--- src/rtl/phy_timing_pkg.sv ---
// phy_timing_pkg: shared FSM encoding and OFDM timing constants for PHY sample/symbol counters.
package phy_timing_pkg;
  typedef enum logic {ST_IDLE, ST_COUNT} state_e;
  localparam int N_FFT = 64;
  localparam int N_CP = 16;
  localparam int N_SYM_SAMPLES = N_FFT + N_CP;
  localparam int N_CBPS_BPSK = 48;
  localparam int N_CBPS_QPSK = 96;
  localparam int N_CBPS_16QAM = 192;
  localparam int N_CBPS_64QAM = 288;
  localparam int N_IL_COLS = 16;
  function automatic int il_rows(input int n_cbps);
    return n_cbps / N_IL_COLS;
  endfunction
endpackage

--- src/rtl/mod_counter_core.sv ---
// mod_counter_core: inner sample counter with shadowed modulus applied only on symbol boundaries.
module mod_counter_core #(
  parameter int CNT_W = 8,
  parameter int DEF_MOD = 80
) (
  input  logic             clk,
  input  logic             rst,
  input  logic             busy_i,
  input  logic             adv_i,
  input  logic             clr_i,
  input  logic             mod_load,
  input  logic [CNT_W-1:0] mod_in,
  input  logic [CNT_W-1:0] tap_in,
  output logic [CNT_W-1:0] count,
  output logic             wrap,
  output logic             tap_hit,
  output logic             mod_err
);
  logic [CNT_W-1:0] count_q, count_d, mod_q, mod_d, shadow_q, shadow_d;
  logic             pend_q, pend_d, err_q, err_d, load_ok, apply;
  logic [CNT_W:0]   term;
  always_comb begin
    // a zero modulus stands for 2**CNT_W, so the extra bit makes its terminal count all-ones
    term = {mod_q == '0, mod_q} - (CNT_W+1)'(1);
    wrap = busy_i && ({1'b0, count_q} == term);
    tap_hit = busy_i && (count_q == tap_in);
    load_ok = mod_load && (mod_in != CNT_W'(1));
    apply = pend_q && (!busy_i || (count_q == '0 && !adv_i) || (adv_i && wrap));
    count_d = clr_i ? '0 : adv_i ? (wrap ? '0 : count_q + CNT_W'(1)) : count_q;
    mod_d = apply ? shadow_q : mod_q;
    shadow_d = load_ok ? mod_in : shadow_q;
    pend_d = load_ok || (pend_q && !apply);
    err_d = err_q || (mod_load && mod_in == CNT_W'(1));
  end
  always_ff @(posedge clk) begin
    if (rst) begin
      count_q <= '0;
      mod_q <= CNT_W'(DEF_MOD);
      shadow_q <= CNT_W'(DEF_MOD);
      pend_q <= 1'b0;
      err_q <= 1'b0;
    end else begin
      count_q <= count_d;
      mod_q <= mod_d;
      shadow_q <= shadow_d;
      pend_q <= pend_d;
      err_q <= err_d;
    end
  end
  assign count = count_q;
  assign mod_err = err_q;
endmodule

--- src/rtl/symbol_timing_counter.sv ---
// symbol_timing_counter: two-level sample/symbol counter with frame end flag and one-shot/free-run modes.
module symbol_timing_counter
  import phy_timing_pkg::*;
#(
  parameter int CNT_W = 8,
  parameter int SYM_W = 12,
  parameter int DEF_MOD = 80
) (
  input  logic             clk,
  input  logic             rst,
  input  logic             start,
  input  logic             abort,
  input  logic             run,
  input  logic             one_shot,
  input  logic             mod_load,
  input  logic [CNT_W-1:0] mod_in,
  input  logic [CNT_W-1:0] tap_in,
  input  logic [SYM_W-1:0] sym_limit,
  output logic [CNT_W-1:0] count,
  output logic [SYM_W-1:0] sym_count,
  output logic             tap_hit,
  output logic             wrap,
  output logic             frame_done,
  output logic             busy,
  output logic             mod_err
);
  state_e           state_q, state_d;
  logic [SYM_W-1:0] sym_q, sym_d, limit_q, limit_d;
  logic             os_q, os_d, go, adv, last;
  always_comb begin
    go = (state_q == ST_IDLE) && start && !abort;
    busy = state_q == ST_COUNT;
    adv = busy && run && !abort;
    last = (limit_q != '0) && (sym_q == limit_q - SYM_W'(1));
    frame_done = adv && wrap && last;
    state_d = go ? ST_COUNT : (busy && (abort || (frame_done && os_q))) ? ST_IDLE : state_q;
    sym_d = (go || (busy && abort)) ? '0 : (adv && wrap) ? (last ? '0 : sym_q + SYM_W'(1)) : sym_q;
    os_d = go ? one_shot : os_q;
    limit_d = go ? sym_limit : limit_q;
  end
  always_ff @(posedge clk) begin
    if (rst) begin
      state_q <= ST_IDLE;
      sym_q <= '0;
      limit_q <= '0;
      os_q <= 1'b0;
    end else begin
      state_q <= state_d;
      sym_q <= sym_d;
      limit_q <= limit_d;
      os_q <= os_d;
    end
  end
  assign sym_count = sym_q;
  mod_counter_core #(.CNT_W(CNT_W), .DEF_MOD(DEF_MOD)) u_core (
    .clk(clk),
    .rst(rst),
    .busy_i(busy),
    .adv_i(adv),
    .clr_i(go || (busy && abort)),
    .mod_load(mod_load),
    .mod_in(mod_in),
    .tap_in(tap_in),
    .count(count),
    .wrap(wrap),
    .tap_hit(tap_hit),
    .mod_err(mod_err)
  );
endmodule
--- config.mk ---
export PLATFORM = sky130hd
export DESIGN_NAME = symbol_timing_counter
export DESIGN_NICKNAME = d
export VERILOG_FILES = /design/src/rtl/phy_timing_pkg.sv /design/src/rtl/mod_counter_core.sv /design/src/rtl/symbol_timing_counter.sv
export SDC_FILE = /design/constraint.sdc
export NUM_CORES = 1
export LEC_CHECK = 0
export ABC_CLOCK_PERIOD_IN_PS = 3700
export BUFFER_PORTS_ARGS = -buffer_cell sky130_fd_sc_hd__buf_2
export CAP_MARGIN = 20
export CORE_MARGIN = 1
export CORE_UTILIZATION = 30
export DETAILED_ROUTE_END_ITERATION = 7
export SYNTH_ARGS = -nofsm -noshare
export SYNTH_HDL_FRONTEND = slang
export SYNTH_SLANG_ARGS = --single-unit
--- constraint.sdc ---
create_clock -name clk -period 3.7 [get_ports clk]
set_input_delay 0.37 -clock clk [delete_from_list [all_inputs] [get_ports clk]]
set_output_delay 0.37 -clock clk [all_outputs]
set_load 0.1 [all_outputs]
==> impl_metrics.ini <==
[clocking]
cts_root_buffer = clkbuf_8
cts_hold_buf = 0
cts_tree = done
worstSkewPairLatency_ns = 0.31
numCtsBuffers = 5
cts.sinks = 52
clk_pin_slew_ns = 0.10
htree_levels = 2
clockBufferDepth = 2

[detailed_routing]
postRouteAntennaNets = 0
drtIter0Drc = 77
dr_total_vias = 2765
drc_errors = 0
drt_first_pass_iters = 4
viasPerCell = 4.94
totalWireLength_um = 7470
wl_per_cell_um = 13.3

[final_layout]
final_util_pct = 35.9
num-fill-cells = 1076
syn2layout_area_growth_pct = 15.0
drive_above_1_share_pct = 18.7
fin_nets = 468
n_antenna_cell = 0

[global_route]
grt_busiest_layer = met2
grt_pass1_vias = 2501
grt_use_met3_pct = 2.17
use_met1_pct = 21.6
grt_max_degree = 42
grt_pass1_wl_um = 12300
grt_use_met2_pct = 22.9
grt_util_all_layers_pct = 14.9
antenna_found_initial = 0
grt_overflow_total = 0

[yosys]
synth.area.top_cells = dfxtp_1 34%, nand2_1 6.4%, xor2_1 5.7%
yosysUniqueCellTypes = 56
synth_edf_count = 0
ys_warn_count = 0
async_flop_share_pct = 0
avgSynthCellArea_sq_um = 8.09
synth_common_cells = 52 x dfxtp_1, 52 x nand2_1, 34 x nor2_1, 32 x a21oi_1, 20 x xor2_1
synth_nets = 421
yosysTopAreaCellShare_pct = 34.0
netlist_instances = 379
synthFlopType = dfxtp_1
ys_seq_elements = 52
netlist_area_sq_um = 3070
yosysTopAreaCell = dfxtp_1
ys_seq_area_share_pct = 34.0

[placed_design]
gp_congestion = 0.828
place_hpwl_um = 5720
numPortBuffers = 59

[critical_path]
r2r_setup_slack_ns = 0.62
critPathMaxFanout = 7
crit_path_end_kind = primary output
cp.arrival_ns = 3.18
start_kind = register
cp_data_required_time_ns = 3.33
crit_type = register to primary output

[floorplan]
die-area_sq_um = 10600
die_height_um = 103
core_area_sq_um = 9820
io_pins = 60
rows = 36
initial_utilization_pct = 31.2
die_w_um = 103

[sta]
tns_ns = 0
period_share_pct = 95.9
maxSlewViolCount = 0
tightest_slew_ns = 0.735
finalSetupViolCount = 0
skew_ns = 0.0130
relSlewSlack_pct = 51.0
fmax_mhz = 282
finalCriticalPeriod_ns = 3.55
rsz0062_at_grt = no
hold_viol = 0

[run_status]
outcome = finished, final reports clean

[job]
cap_violations = 0

[pwr]
peakVddDrop_mv = 0.146
power.leakage_nw = 1.44
total_power_mw = 1.09
powerDensity_nw_per_um2 = 309

[min_path]
hp-class = input port to register
-- kinds of logic (layout without fill, tap and decap cells) --
| family | Yosys count | in the layout | synth area share [%] |
|---|---|---|---|
| flip-flops | 52 | 52 | 34.0 |
| adder cells (fa/ha/maj) | 7 | 7 | 2.86 |
| AND/OR/NAND/NOR | 167 | 167 | 27.8 |
| XOR/XNOR | 39 | 39 | 11.1 |
| buffers and inverters | 33 | 81 | 5.39 |
| AO/OA/AOI/OAI | 70 | 70 | 15.3 |
| multiplexers | 11 | 11 | 3.59 |
-- cell type report --
type	instances	area, sq um	area share, %
clock buffers	6	72.6	2.06
clock inverters	2	13.8	0.390
inverters	10	37.5	1.06
multi-input cells	294	1860	52.8
flip-flops and latches	52	1040	29.5
well taps	133	166	4.72
repair buffers	63	332	9.41
-- flip-flops by register name (all words and copies together) (netlist names) --
signal           flops
busy                 1
limit_q             12
os_q                 1
sym_count           12
u_core.count         8
u_core.mod_err       1
u_core.mod_q         8
u_core.pend_q        1
u_core.shadow_q      8
-- where the power goes --
group,internal (mW),switching [mW]
sequential,0.575,0.0188
combinational,0.0754,0.0915
clock,0.135,0.194
total,0.786,0.305
-- through the flow --
step / hold WS [ns] / worst slack, ns / instances / cell area [sq um]
after detailed placement: 0.432 / 0.336 / 552 / 3430
after global routing: 0.289 / 0.0183 / 560 / 3520
after CTS: 0.278 / 0.0993 / 560 / 3520
after global placement: 0.423 / 0.374 / 552 / 3430
final: 0.283 / 0.153 / 560 / 3520
after floorplan: 0.414 / 0.179 / 379 / 3070
-- metal layers --
layer / wire [um] / vias up
li1: - / 1414
met1: 3800 / 1253
met2: 3180 / 90
met3: 421 / 8
met4: 79 / 0
met5: 0 / -
-- worst max-delay path, stage by stage, from the launching register on --
cell	delay, ns
dfxtp_1	0.39
or4_1	0.67
or4_1	0.44
a221o_1	0.37
a2111oi_4	0.36
nand4_2	0.17
nor2_2	0.20
buf_6	0.26
-- path summary, 6_finish.rpt --
check / startpoint / end / cells past startpoint
worst min-delay path: sym_limit[10] / limit_q[10] / 3
worst max-delay path: limit_q[0] / frame_done / 7
worst min register to register: os_q / busy / 1
worst max register to register: limit_q[0] / sym_count[2] / 7
-- repair_timing --
item	in CTS	in global routing
gates cloned	0	0
setup endpoints to repair	1	1
resized for setup	1	1
setup buffers	0	0
-- placed cells by master, fill, tap and decap left out, types with 7 or more instances in the layout --
cell type	n
dfxtp_1	52
inv_1	10
nand2_1	52
nand4_1	8
nor3_1	7
nand3_1	9
o21ai_0	9
buf_2	58
nand2b_1	15
mux2i_1	11
ha_1	7
or3_1	9
xor2_1	20
xnor2_1	19
a21oi_1	32
nor2_1	33
No activity file was read; power rests on OpenSTA's default activity.
